[config.mk]
export PLATFORM = sky130hd
export DESIGN_NAME = id_ex_stage_buf
export DESIGN_NICKNAME = d
export VERILOG_FILES = /design/src/rtl/id_ex_stage_buf.sv
export SDC_FILE = /design/constraint.sdc
export NUM_CORES = 1
export LEC_CHECK = 0
export ABC_AREA = 1
export CAP_MARGIN = 20
export CORE_MARGIN = 4
export CORE_UTILIZATION = 50
export CTS_CLUSTER_DIAMETER = 80
export CTS_CLUSTER_SIZE = 16
export DETAILED_ROUTE_END_ITERATION = 16
export PLACE_DENSITY_LB_ADDON = 0.3
export SYNTH_ARGS = -nofsm -noshare
export SYNTH_HDL_FRONTEND = slang
export SYNTH_SLANG_ARGS = --single-unit
[constraint.sdc]
create_clock -name clk -period 1.8 [get_ports clk]
set_input_delay 0.54 -clock clk [delete_from_list [all_inputs] [get_ports clk]]
set_output_delay 0.54 -clock clk [all_outputs]
set_load 0.05 [all_outputs]
[src/rtl/id_ex_stage_buf.sv]
// rtl/id_ex_stage_buf.sv - elastic ID/EX pipeline stage with a 2-entry skid buffer and flush
//
// Optional feature macro: ID_EX_STAGE_BUF_PERF_CNT_EN (backpressure stall counter)
//
// Ports:
//   clk        in   1       clock, all state updates on posedge
//   rstn       in   1       synchronous active-low reset
//   in_valid   in   1       decode presents an instruction
//   in_ready   out  1       stage can accept (registered, low only when FULL)
//   in_data    in   DATA_W  payload (dest, store value, val1, val2, PC)
//   in_ctrl    in   CTRL_W  control vector, all-zero is NOP
//   in_src     in   SRC_W   source register tags for forwarding
//   flush      in   1       discard all held and incoming entries
//   out_valid  out  1       execute-side entry valid
//   out_ready  in   1       execute consumes the head entry
//   out_data   out  DATA_W  head payload, holds last value in bubbles
//   out_ctrl   out  CTRL_W  head control, 0 in bubbles
//   out_src    out  SRC_W   head source tags, 0 in bubbles
//   occupancy  out  2       entries held (0..2)
//   stall_cnt  out  CNT_W   saturating count of out_valid && !out_ready cycles

module id_ex_stage_buf #(
    parameter int DATA_W = 133,
    parameter int CTRL_W = 8,
    parameter int SRC_W  = 10,
    parameter int CNT_W  = 16
) (
    input  logic              clk,
    input  logic              rstn,
    input  logic              in_valid,
    output logic              in_ready,
    input  logic [DATA_W-1:0] in_data,
    input  logic [CTRL_W-1:0] in_ctrl,
    input  logic [SRC_W-1:0]  in_src,
    input  logic              flush,
    output logic              out_valid,
    input  logic              out_ready,
    output logic [DATA_W-1:0] out_data,
    output logic [CTRL_W-1:0] out_ctrl,
    output logic [SRC_W-1:0]  out_src,
    output logic [1:0]        occupancy,
    output logic [CNT_W-1:0]  stall_cnt
);

    typedef enum logic [1:0] {
        EMPTY = 2'd0,
        ONE   = 2'd1,
        FULL  = 2'd2
    } state_t;

    state_t            state;

    // The main register is the head and drives out_* directly, so the
    // output ports are plain flops with no path from in_*.
    logic [DATA_W-1:0] main_data;
    logic [CTRL_W-1:0] main_ctrl;
    logic [SRC_W-1:0]  main_src;

    logic [DATA_W-1:0] skid_data;
    logic [CTRL_W-1:0] skid_ctrl;
    logic [SRC_W-1:0]  skid_src;

    logic              accept;
    logic              consume;

    assign accept  = in_valid && in_ready;
    assign consume = out_valid && out_ready;

    assign out_data = main_data;
    assign out_ctrl = main_ctrl;
    assign out_src  = main_src;

    // main_ctrl/main_src are cleared whenever the stage goes empty, which
    // keeps bubbles as NOPs without a mux on the outputs; main_data is left
    // alone so out_data holds its last value.
    always_ff @(posedge clk) begin
        if (!rstn) begin
            state     <= EMPTY;
            in_ready  <= 1'b1;
            out_valid <= 1'b0;
            occupancy <= 2'd0;
            main_data <= '0;
            main_ctrl <= '0;
            main_src  <= '0;
            skid_data <= '0;
            skid_ctrl <= '0;
            skid_src  <= '0;
        end else if (flush) begin
            // A same-cycle consume already completed downstream; only the
            // held entries and any incoming accept are dropped here.
            state     <= EMPTY;
            in_ready  <= 1'b1;
            out_valid <= 1'b0;
            occupancy <= 2'd0;
            main_ctrl <= '0;
            main_src  <= '0;
        end else begin
            case (state)
                EMPTY: begin
                    if (accept) begin
                        main_data <= in_data;
                        main_ctrl <= in_ctrl;
                        main_src  <= in_src;
                        state     <= ONE;
                        out_valid <= 1'b1;
                        occupancy <= 2'd1;
                    end
                end
                ONE: begin
                    if (accept && consume) begin
                        main_data <= in_data;
                        main_ctrl <= in_ctrl;
                        main_src  <= in_src;
                    end else if (accept) begin
                        // Head is stalled; park the newcomer behind it.
                        skid_data <= in_data;
                        skid_ctrl <= in_ctrl;
                        skid_src  <= in_src;
                        state     <= FULL;
                        in_ready  <= 1'b0;
                        occupancy <= 2'd2;
                    end else if (consume) begin
                        main_ctrl <= '0;
                        main_src  <= '0;
                        state     <= EMPTY;
                        out_valid <= 1'b0;
                        occupancy <= 2'd0;
                    end
                end
                FULL: begin
                    if (consume) begin
                        main_data <= skid_data;
                        main_ctrl <= skid_ctrl;
                        main_src  <= skid_src;
                        state     <= ONE;
                        in_ready  <= 1'b1;
                        occupancy <= 2'd1;
                    end
                end
                default: begin
                    state     <= EMPTY;
                    in_ready  <= 1'b1;
                    out_valid <= 1'b0;
                    occupancy <= 2'd0;
                    main_ctrl <= '0;
                    main_src  <= '0;
                end
            endcase
        end
    end

`ifdef ID_EX_STAGE_BUF_PERF_CNT_EN
    logic [CNT_W-1:0] stall_q;

    // Flush deliberately leaves the count alone; only reset clears it.
    always_ff @(posedge clk) begin
        if (!rstn) begin
            stall_q <= '0;
        end else if (out_valid && !out_ready && (stall_q != {CNT_W{1'b1}})) begin
            stall_q <= stall_q + {{(CNT_W-1){1'b0}}, 1'b1};
        end
    end

    assign stall_cnt = stall_q;
`else
    assign stall_cnt = '0;
`endif

endmodule

==> impl_metrics.csv <==
group,metric,value,unit
power,ir_drop,751,uV
clocking,root_buffer,"clkbuf_16",
cells_and_area,finalNetCount,2525,
route,vias,13800,
critical_path,worstSetupEndpointType,"flip-flop",
power,finalPower,15.7,mW
critical_path,required,2.25,ns
global_route,gr-total-overflow,0,
synth,synthMuxAreaShare,0,
clocking,numCtsBuffers,23,
synth,synthXorXnorAreaFrac,0,
synth,synth_adder_area_share,0,
clocking,clock_latency,0.52,ns
synth,synth.largest_area_cell,"dfxtp_1",
placed_design,dp.cells,2675,
synth,synth.area.top_cells,"dfxtp_1 45%, nand2_1 15%, nor2_1 14%",
cells_and_area,syn2layout_area_growth,31.5,%
synth,yosys.area_share.simple,0.352,
sta,slew_violations,0,
sta,setup_violations,0,
route,wl_per_cell,14.6,um
placed_design,port-buffer-count,310,
route,drt_iter0_drc,1381,
die,coreArea,26900,um2
sta,fin_crit,1.74,ns
global_route,track_usage,0.247,
route,dr.pass1.iters,5,
critical_path,crit_fanout,7,
placed_design,gp_congestion,0.847,
route,ant_nets,0,
clocking,cts_tree,"built",
synth,netlist_area,13600,um2
status,status,"completed",
synth,ys_types,21,
cells_and_area,nFillCells,2348,
global_route,grt_pass1_vias,12800,
sta,hold_violations,0,
clocking,cts_max_level,1,
power,power.density,876,nW/um2
sta,finalCritPeriodShare,0.967,
placed_design,dp_slack,-0.531,ns
die,io_pins,327,
global_route,grt_max_degree,81,
power,netSwitchingFraction,0.312,
global_route,grt_pass1_wl,63200,um
die,num_rows,60,
synth,synth_seq_cells,306,
power,p_seq_frac,0.468,
power,power.leakage,8.37,nW
die,start_util,0.508,
synth,yosysSeqAreaShare,0.449,
synth,synth_top_family_by_area,"simple AND/OR/NAND/NOR gates",
power,internal_power,10.8,mW
power,clock_power_share,0.293,
critical_path,arrival,2.19,ns
placed_design,dp_hpwl,25700,um
power,pwr-share-comb,0.240,
clocking,clk_path_buf_depth,3,
sta,fin_ws,0.0599,ns
sta,whs,0.446,ns
hold_path,hp-class,"in2reg",
synth,yosys_warnings,0,
cells_and_area,drive_gt1_frac,0.111,
synth,syn_inst,2118,
flow_run,maxCapViolCount,0,
route,drc,0,
cells_and_area,stdcell_count,2711,
route,wl,39700,um
die,die_area,30000,um2
clocking,cts_sinks,306,
die,die_h,173,um
route,viasPerCell,5.10,
clocking,clkTransAtPathRegs,0.07,ns
sta,fmax,575,MHz
sta,fin_skew,0.0162,ns
synth,synth_area_per_cell,6.44,um2
synth,synth_compound_area_frac,0.0935,
sta,rsz0062_at_grt,"no",
critical_path,path_class,"in2reg",
global_route,antenna_found_initial,3,
synth,synth_top_area_frac,0.449,
power,p_sw,4.90,mW
die,die_w,173,um
critical_path,critPathLaunchType,"input pin",
[power groups by stage]
stage	Combinational, mW	Clock, mW	Sequential (mW)
6_report	3.77	4.60	7.36
5_1_grt	4.08	4.96	7.40
4_1_cts	3.67	4.74	7.36
3_5_place_dp	3.66	0	7.52
3_3_place_gp	3.61	0	7.51
2_1_floorplan	1.34	0	8.43
[layout make-up]
cell class              count  area [um2]  share of cell area
clock buffers              23         576              0.0321
diodes                      2        5.00            0.000279
repair buffers            374        3930               0.219
clock inverters             1        16.3            0.000906
inverters                 180         678              0.0378
well taps                 341         427              0.0238
multi-input cells        1484        6190               0.345
flip-flops and latches    306        6140               0.342
[sequential cells by signal (all words and copies together) (netlist names)]
name,flops
out_data,133
skid_data,133
out_src,10
skid_src,10
out_ctrl,8
skid_ctrl,8
state,2
in_ready,1
out_valid,1
[what timing repair did]
action / CTS / global route
hold buffers: 0 / 0
hold endpoints to repair: 0 / 0
setup buffers: 0 / 4
setup endpoints to repair: 0 / 150
resized for setup: 0 / 12
[worst paths after layout]
path / start / to / slack, ns / depth (start not counted)
worst max-delay path: out_ready / out_data[6]$_SDFFE_PN0P_ / 0.06 / 10
worst min-delay path: rstn / out_data[97]$_SDFFE_PN0P_ / 0.45 / 3
worst max register to register: state[0]$_SDFFE_PP0P_ / out_data[91]$_SDFFE_PN0P_ / 0.07 / 10
worst min register to register: skid_data[99]$_SDFFE_PN0P_ / skid_data[99]$_SDFFE_PN0P_ / 0.45 / 2
[cells in the final DEF (no fill, tap or decap), types with 16 or more instances in the layout]
cell               n
clkdlybuf4s50_1  153
buf_4            160
buf_12            50
inv_1            176
nand2_1          536
nand3_1          171
dfxtp_1          302
nor2_1           495
conb_1            16
a21oi_1           60
clkbuf_16         27
o21ai_0          192
[metrics by stage]
stage	setup TNS (ns)	utilization	cell area, um2
floorplan	0	-	13700
global route	0	0.668	18000
detailed placement	-127.58	0.638	17100
global placement	-117.12	0.638	17100
finish	0	0.668	18000
CTS	0	0.660	17700
[cell families after synthesis]
family | count (synthesis)
AOI/OAI and AO/OA | 254
DFF | 306
buffers and inverters | 343
other | 1
and+or+nand+nor | 1214
[cells in the mapped netlist (all sizes together)]
cell type	number
buf	85
conb	1
inv	180
nand3	173
nor2	500
a21oi	61
clkbuf	78
nand2	540
nor3b	1
a31oi	1
dfxtp	306
o21ai	192
[layer usage]
layer  wire length, um  part of all wire  up-vias  GRT usage
met5                20           0.00050        -          0
met4              1380             0.035        2     0.0851
met3              3130             0.079       86     0.0537
met2             18500              0.47      503      0.418
met1             16600              0.42     6252      0.315
li1                  -                 -     6975          -
[critical path: stages]
cell and delay (ns):
clkdlybuf4s50_1 0.49, nand2_2 0.10, nand2_2 0.09, buf_4 0.12, nand3_4 0.08, nor2_4 0.27, buf_8 0.20, clkbuf_16 0.16
nor2_1 0.04, nor2_1 0.11
Power figures use the tool's default switching activity.
